--- src/rtl/fpga_cfg_pkg.sv ---
// Shared types and constants for the FPGA configuration loader.
// Holds the loader state encoding and the host byte width.
package fpga_cfg_pkg;

   localparam int unsigned CFG_BYTE_W = 8;

   typedef enum logic [1:0] {
      StIdle     = 2'd0,
      StLoadClb  = 2'd1,
      StLoadConn = 2'd2,
      StDone     = 2'd3
   } cfg_state_e;

   function automatic int unsigned max_u(input int unsigned a, input int unsigned b);
      return (a > b) ? a : b;
   endfunction

endpackage

--- src/rtl/cfg_serializer.sv ---
// Byte-to-bit serializer: shifts one byte LSB first, two clk cycles per bit
// (scan_clk low with data driven, then scan_clk high with data held).
module cfg_serializer
   import fpga_cfg_pkg::*;
(
   input  logic                  clk,
   input  logic                  reset,
   input  logic                  load,
   input  logic                  flush,
   input  logic [CFG_BYTE_W-1:0] data,
   output logic                  empty,
   output logic                  bit_done,
   output logic                  scan_clk,
   output logic                  scan_data
);

   localparam int unsigned    IdxW    = $clog2(CFG_BYTE_W);
   localparam logic [IdxW-1:0] LastIdx = IdxW'(CFG_BYTE_W - 1);

   logic                  active_q;
   logic [CFG_BYTE_W-1:0] shreg_q;
   logic [IdxW-1:0]       idx_q;
   logic [IdxW-1:0]       idx_nxt;
   logic                  phase_q;
   logic                  data_q;

   assign idx_nxt = idx_q + IdxW'(1);

   always_ff @(posedge clk or posedge reset) begin
      if (reset) begin
         active_q <= 1'b0;
         shreg_q  <= '0;
         idx_q    <= '0;
         phase_q  <= 1'b0;
         data_q   <= 1'b0;
      end else if (flush) begin
         active_q <= 1'b0;
         idx_q    <= '0;
         phase_q  <= 1'b0;
         data_q   <= 1'b0;
      end else if (load) begin
         active_q <= 1'b1;
         shreg_q  <= data;
         idx_q    <= '0;
         phase_q  <= 1'b0;
         data_q   <= data[0];
      end else if (active_q) begin
         if (!phase_q) begin
            phase_q <= 1'b1;
         end else if (idx_q == LastIdx) begin
            active_q <= 1'b0;
            phase_q  <= 1'b0;
            data_q   <= 1'b0;
         end else begin
            idx_q   <= idx_nxt;
            phase_q <= 1'b0;
            data_q  <= shreg_q[idx_nxt];
         end
      end
   end

   // The final high phase already counts as empty so the next byte can be
   // accepted without a bubble between bytes.
   assign empty     = ~active_q | (phase_q & (idx_q == LastIdx));
   assign bit_done  = active_q & phase_q;
   assign scan_clk  = phase_q;
   assign scan_data = data_q;

endmodule

--- src/rtl/fpga_cfg_loader.sv ---
// Configuration loader: streams host bytes into the CLB scan chain and then
// the connection scan chain, with abort, sticky error and done status.
module fpga_cfg_loader
   import fpga_cfg_pkg::*;
#(
   parameter int unsigned CLB_BITS  = 2048,
   parameter int unsigned CONN_BITS = 4096
) (
   input  logic                  clk,
   input  logic                  reset,
   input  logic                  start,
   input  logic                  abort,
   input  logic [CFG_BYTE_W-1:0] cfg_data,
   input  logic                  cfg_valid,
   output logic                  cfg_ready,
   output logic                  scan_clk,
   output logic                  clb_scan_in,
   output logic                  clb_scan_en,
   output logic                  conn_scan_in,
   output logic                  conn_scan_en,
   output logic                  busy,
   output logic                  done,
   output logic                  err
);

   localparam int unsigned CntW = $clog2(max_u(CLB_BITS, CONN_BITS) + 1);

   cfg_state_e      state_q;
   logic [CntW-1:0] cnt_q;
   logic            busy_q;
   logic            done_q;
   logic            err_q;
   logic            clb_en_q;
   logic            conn_en_q;

   logic ser_load;
   logic ser_flush;
   logic ser_empty;
   logic ser_bit_done;
   logic ser_clk;
   logic ser_data;
   logic last_bit;

   assign last_bit  = ser_bit_done & (cnt_q == CntW'(1));
   // No byte may follow the very last connection bit, otherwise it would
   // shift while already in DONE.
   assign cfg_ready = busy_q & ser_empty & ~((state_q == StLoadConn) & last_bit);
   assign ser_load  = cfg_valid & cfg_ready;
   assign ser_flush = abort & busy_q;

   cfg_serializer u_serializer (
      .clk       (clk),
      .reset     (reset),
      .load      (ser_load),
      .flush     (ser_flush),
      .data      (cfg_data),
      .empty     (ser_empty),
      .bit_done  (ser_bit_done),
      .scan_clk  (ser_clk),
      .scan_data (ser_data)
   );

   always_ff @(posedge clk or posedge reset) begin
      if (reset) begin
         state_q   <= StIdle;
         cnt_q     <= '0;
         busy_q    <= 1'b0;
         done_q    <= 1'b0;
         err_q     <= 1'b0;
         clb_en_q  <= 1'b0;
         conn_en_q <= 1'b0;
      end else begin
         case (state_q)
            StIdle, StDone: begin
               if (start) begin
                  state_q   <= StLoadClb;
                  cnt_q     <= CntW'(CLB_BITS);
                  busy_q    <= 1'b1;
                  done_q    <= 1'b0;
                  err_q     <= 1'b0;
                  clb_en_q  <= 1'b1;
                  conn_en_q <= 1'b0;
               end
            end
            StLoadClb: begin
               if (abort) begin
                  state_q   <= StIdle;
                  cnt_q     <= '0;
                  busy_q    <= 1'b0;
                  err_q     <= 1'b1;
                  clb_en_q  <= 1'b0;
                  conn_en_q <= 1'b0;
               end else if (ser_bit_done) begin
                  if (last_bit) begin
                     state_q   <= StLoadConn;
                     cnt_q     <= CntW'(CONN_BITS);
                     clb_en_q  <= 1'b0;
                     conn_en_q <= 1'b1;
                  end else begin
                     cnt_q <= cnt_q - CntW'(1);
                  end
               end
            end
            StLoadConn: begin
               if (abort) begin
                  state_q   <= StIdle;
                  cnt_q     <= '0;
                  busy_q    <= 1'b0;
                  err_q     <= 1'b1;
                  clb_en_q  <= 1'b0;
                  conn_en_q <= 1'b0;
               end else if (ser_bit_done) begin
                  if (last_bit) begin
                     state_q   <= StDone;
                     cnt_q     <= '0;
                     busy_q    <= 1'b0;
                     done_q    <= 1'b1;
                     conn_en_q <= 1'b0;
                  end else begin
                     cnt_q <= cnt_q - CntW'(1);
                  end
               end
            end
            default: begin
               state_q   <= StIdle;
               cnt_q     <= '0;
               busy_q    <= 1'b0;
               done_q    <= 1'b0;
               clb_en_q  <= 1'b0;
               conn_en_q <= 1'b0;
            end
         endcase
      end
   end

   assign scan_clk     = ser_clk;
   assign clb_scan_in  = ser_data & clb_en_q;
   assign conn_scan_in = ser_data & conn_en_q;
   assign clb_scan_en  = clb_en_q;
   assign conn_scan_en = conn_en_q;
   assign busy         = busy_q;
   assign done         = done_q;
   assign err          = err_q;

endmodule
--- config.mk ---
export PLATFORM = sky130hd
export DESIGN_NAME = fpga_cfg_loader
export DESIGN_NICKNAME = d
export VERILOG_FILES = /design/src/rtl/fpga_cfg_pkg.sv /design/src/rtl/cfg_serializer.sv /design/src/rtl/fpga_cfg_loader.sv
export SDC_FILE = /design/constraint.sdc
export NUM_CORES = 1
export LEC_CHECK = 0
export CORE_ASPECT_RATIO = 1.4
export CORE_MARGIN = 1.5
export CORE_UTILIZATION = 45
export CTS_BUF_LIST = sky130_fd_sc_hd__clkbuf_8
export CTS_CLUSTER_SIZE = 8
export DETAILED_ROUTE_END_ITERATION = 8
export HOLD_SLACK_MARGIN = 0.1
export PLACE_DENSITY = 0.69
export SYNTH_ARGS = -nofsm -noshare
export SYNTH_HDL_FRONTEND = slang
export SYNTH_SLANG_ARGS = --single-unit
--- constraint.sdc ---
create_clock -name clk -period 2.9 [get_ports clk]
set_input_delay 0.29 -clock clk [delete_from_list [all_inputs] [get_ports clk]]
set_output_delay 0.29 -clock clk [all_outputs]
set_load 0.01 [all_outputs]
==> metrics.md <==
| Metric | Value |
|---|---|
| All-Layer GR Usage | 19.9% |
| Die Span Y | 81.4 µm |
| Number of synthesized register bits | 34 |
| CTS buffer count | 5 |
| Share of cells above drive strength 1 | 13.2% |
| Met3 routed WL | between 150 and 200 µm |
| Layout Nets | 245 |
| Antenna-violating nets left | 0 |
| Largest net degree at the start of global routing | 24 |
| Routed len/inst | 15.9 µm |
| PD cells | between 900 and 1000 nW/µm² |
| Hold slack final | roughly 0.31 ns |
| Top cell type's share of synthesized area | 43.1% |
| Hold_buf cts | 0 |
| H-tree depth | 2 |
| Status | complete, no violations |
| RSZ-0062 raised after global routing | no |
| Area leader, netlist | dfrtp_1 |
| Max-Cap Viols | 0 |
| CP Max Fanout | 8 |
| Port Buf Inserts | 21 |
| Overall die width | 59.0 µm |
| Startpoint Class | register |
| Post-route setup TNS | 0 ns |
| Avg Cell Area, Syn | 9.77 µm² |
| Synth Instances | about 200 |
| CTS root buf | clkbuf_8 |
| Cell Count, Final, Fillers Out | 272 |
| Reg power frac | approximately a third |
| DR DRC count | 0 |
| Worst path required time | 2.61 ns |
| Rows | 28 |
| Initial Util | 46.9% |
| Antenna diode count | 0 |
| CTS tree | yes |
| Full die area | 4800 µm² |
| Clock skew | 0.00267 ns |
| Dpl hpwl | around 3.1 mm |
| Dominant synthesized flop cell | dfrtp_1 |
| Placer Congestion | 0.793 |
| Leakage Power | 0.981 nW |
| Total grt overflow | 0 |
| Fmax | 376 MHz |
| Int Power | 1.37 mW |
| Setup bufs post-CTS | 0 |
| Top post-synthesis cells by area | dfrtp_1 (43%), mux2_2 (4.6%), mux2i_1 (4.1%) |
| WL met1 | 1.95 mm |
| Via count | 1614 |
| IO Pins | 22 |
| Clock transition at path regs | roughly 0.070 ns |
| 1st-iter DRT viols | 84 |
| Area delta synth->final | 18.5% |
| Syn_nets | 221 |
| Crit. End Element | output pin |
| Worst setup path start | cnt_q[6]$_DFFE_PP0P_ |
| Post_cts resized | 0 |
| Placed instance count | 264 |
| First-pass GRT wire length | 7.18 mm |
| Core area | 4200 µm² |
| Max Used Layer | met4 |
| Critical path class | register to output pin |
| Final WL | about 4.3 mm |
| WP data arrival | 2.37 ns |
| Sw Ratio | 39.5% |
| Max Slew Vio Count | 0 |
| Commonest cells after routing, fill and taps aside | dfrtp_1 (34), clkdlybuf4s50_1 (21), nand2_1 (18) |
| Combinational power share | 45.8% |
| Post-synth EDFFs | 0 |
| Setup violators final | 0 |
| Synthesized cell area | 1970 µm² |
| Met2 WL | around 2.1 mm |
| Worst IR Drop VDD | between 0.0005 and 0.0006 V |
| Seq/Total Area, Yosys | 43.1% |
| Vias in the first global route | 1517 |
| Pin slew with the least headroom to its limit | about 0.60 ns |
| Psw | 0.896 mW |
| Commonest non-fill, non-tap cell in the layout | dfrtp_1 |
| Worst slew margin | 60.0% |
| First-pass DRT Iterations | 4 |
| Netlist cell types | between 50 and 60 |
| Sink Count | 34 |
| Max Root-Sink Buffers | 2 |
| Via/cell ratio | between 5 and 6 |
| Final hold violation count | 0 |
| Clock power frac | about a fifth |
| Min Tclk post-route | 2.66 ns |
| Worst min path class | primary input to async pin |
| YS warnings | 0 |
| Power Total | 2.27 mW |
| Initial antenna violation count | 0 |
| Final period util | 91.7% |
| Worst reg2reg path startpoint | cnt_q[6]$_DFFE_PP0P_ |
| Synth async-reset ratio | 100% |
| Skew-Pair Late Insertion Delay | 0.29 ns |
worst paths after layout:
| check | slack (ns) | depth (start not counted) | endpoint |
|---|---|---|---|
| worst max register to register | 0.51 | 4 | cnt_q[10]$_DFFE_PP0P_ |
| worst min-delay path | 0.31 | 2 | cnt_q[0]$_DFFE_PP0P_ |
| worst min register to register | 0.51 | 1 | u_serializer.shreg_q[4]$_DFFE_PP0P_ |
| max in group asynchronous | 1.92 | 3 | cnt_q[3]$_DFFE_PP0P_ |
| min in group clk | 0.51 | 1 | u_serializer.shreg_q[4]$_DFFE_PP0P_ |
| worst max-delay path | 0.24 | 4 | cfg_ready |
synthesized netlist by cell type (all sizes together) (2+ instances only):
| library cell | instances |
|---|---|
| o21bai | 2 |
| ha | 6 |
| or2 | 2 |
| nor2b | 4 |
| nand2b | 3 |
| nor3 | 6 |
| a211oi | 3 |
| nand4 | 4 |
| and2 | 3 |
| nand3 | 7 |
| dfrtp | 34 |
| or4 | 4 |
| clkbuf | 4 |
| a31oi | 4 |
| mux2 | 8 |
| o31ai | 4 |
| o211ai | 3 |
| buf | 4 |
| mux2i | 8 |
| inv | 12 |
| o22a | 2 |
| a21oi | 6 |
| xnor2 | 2 |
| nor4 | 6 |
| nand2 | 18 |
| nor2 | 12 |
| o21ai | 11 |
final cells by class:
type                       instances  area [µm²]
clock buffer                       5        68.8
clock inverter                     3        45.0
fill                             394        1870
inverter                          12        45.0
multi-input combinational        148        1030
sequential                        34         851
tap                               45        56.3
timing repair buffer              25         240
logic make-up (layout without fill, tap and decap cells):
group | Yosys count | after routing | synth area share [%]
AO/OA/AOI/OAI | 50 | 50 | 18.6
adder cells (fa/ha/maj) | 6 | 6 | 3.80
XOR/XNOR | 2 | 2 | 0.888
buffers and inverters | 20 | 45 | 4.63
multiplexers | 16 | 16 | 8.62
AND/OR/NAND/NOR | 74 | 74 | 20.4
flip-flops | 34 | 34 | 43.1
power groups by stage:
stage	clock, mW	combinational [mW]	sequential [mW]
final	0.447	1.04	0.782
after global routing	0.472	1.14	0.808
after CTS	0.459	1.03	0.784
after detailed placement	0	1.02	0.793
after global placement	0	1.02	0.787
after floorplan	0	0.776	0.754
through the flow:
stage / area [µm²] / utilization, % / worst slack [ns]
floorplan: 1970 / - / 0.698
global placement: 2220 / 52.9 / 0.579
detailed placement: 2220 / 52.9 / 0.548
CTS: 2340 / 55.6 / 0.227
global route: 2340 / 55.6 / 0.0947
finish: 2340 / 55.6 / 0.239
state kept, by name, summed over array words and instances (netlist names), 2 cells and up:
| name | flops |
|---|---|
| u_serializer.idx_q | 3 |
| u_serializer.shreg_q | 8 |
| state_q | 2 |
| cnt_q | 13 |
per-layer routing:
layer	up-vias	track usage (%)
met5	-	0
met4	0	8.86
met3	7	4.94
met2	45	30.4
met1	767	26.3
li1	795	-
worst max-delay path, stage by stage, from the launching register on:
cell and delay [ns]:
dfrtp_1 0.45, or4_1 0.68, nor4_2 0.39, nor2_1 0.07, clkdlybuf4s50_1 0.49
Note: power is estimated with default switching activity, not from simulation.
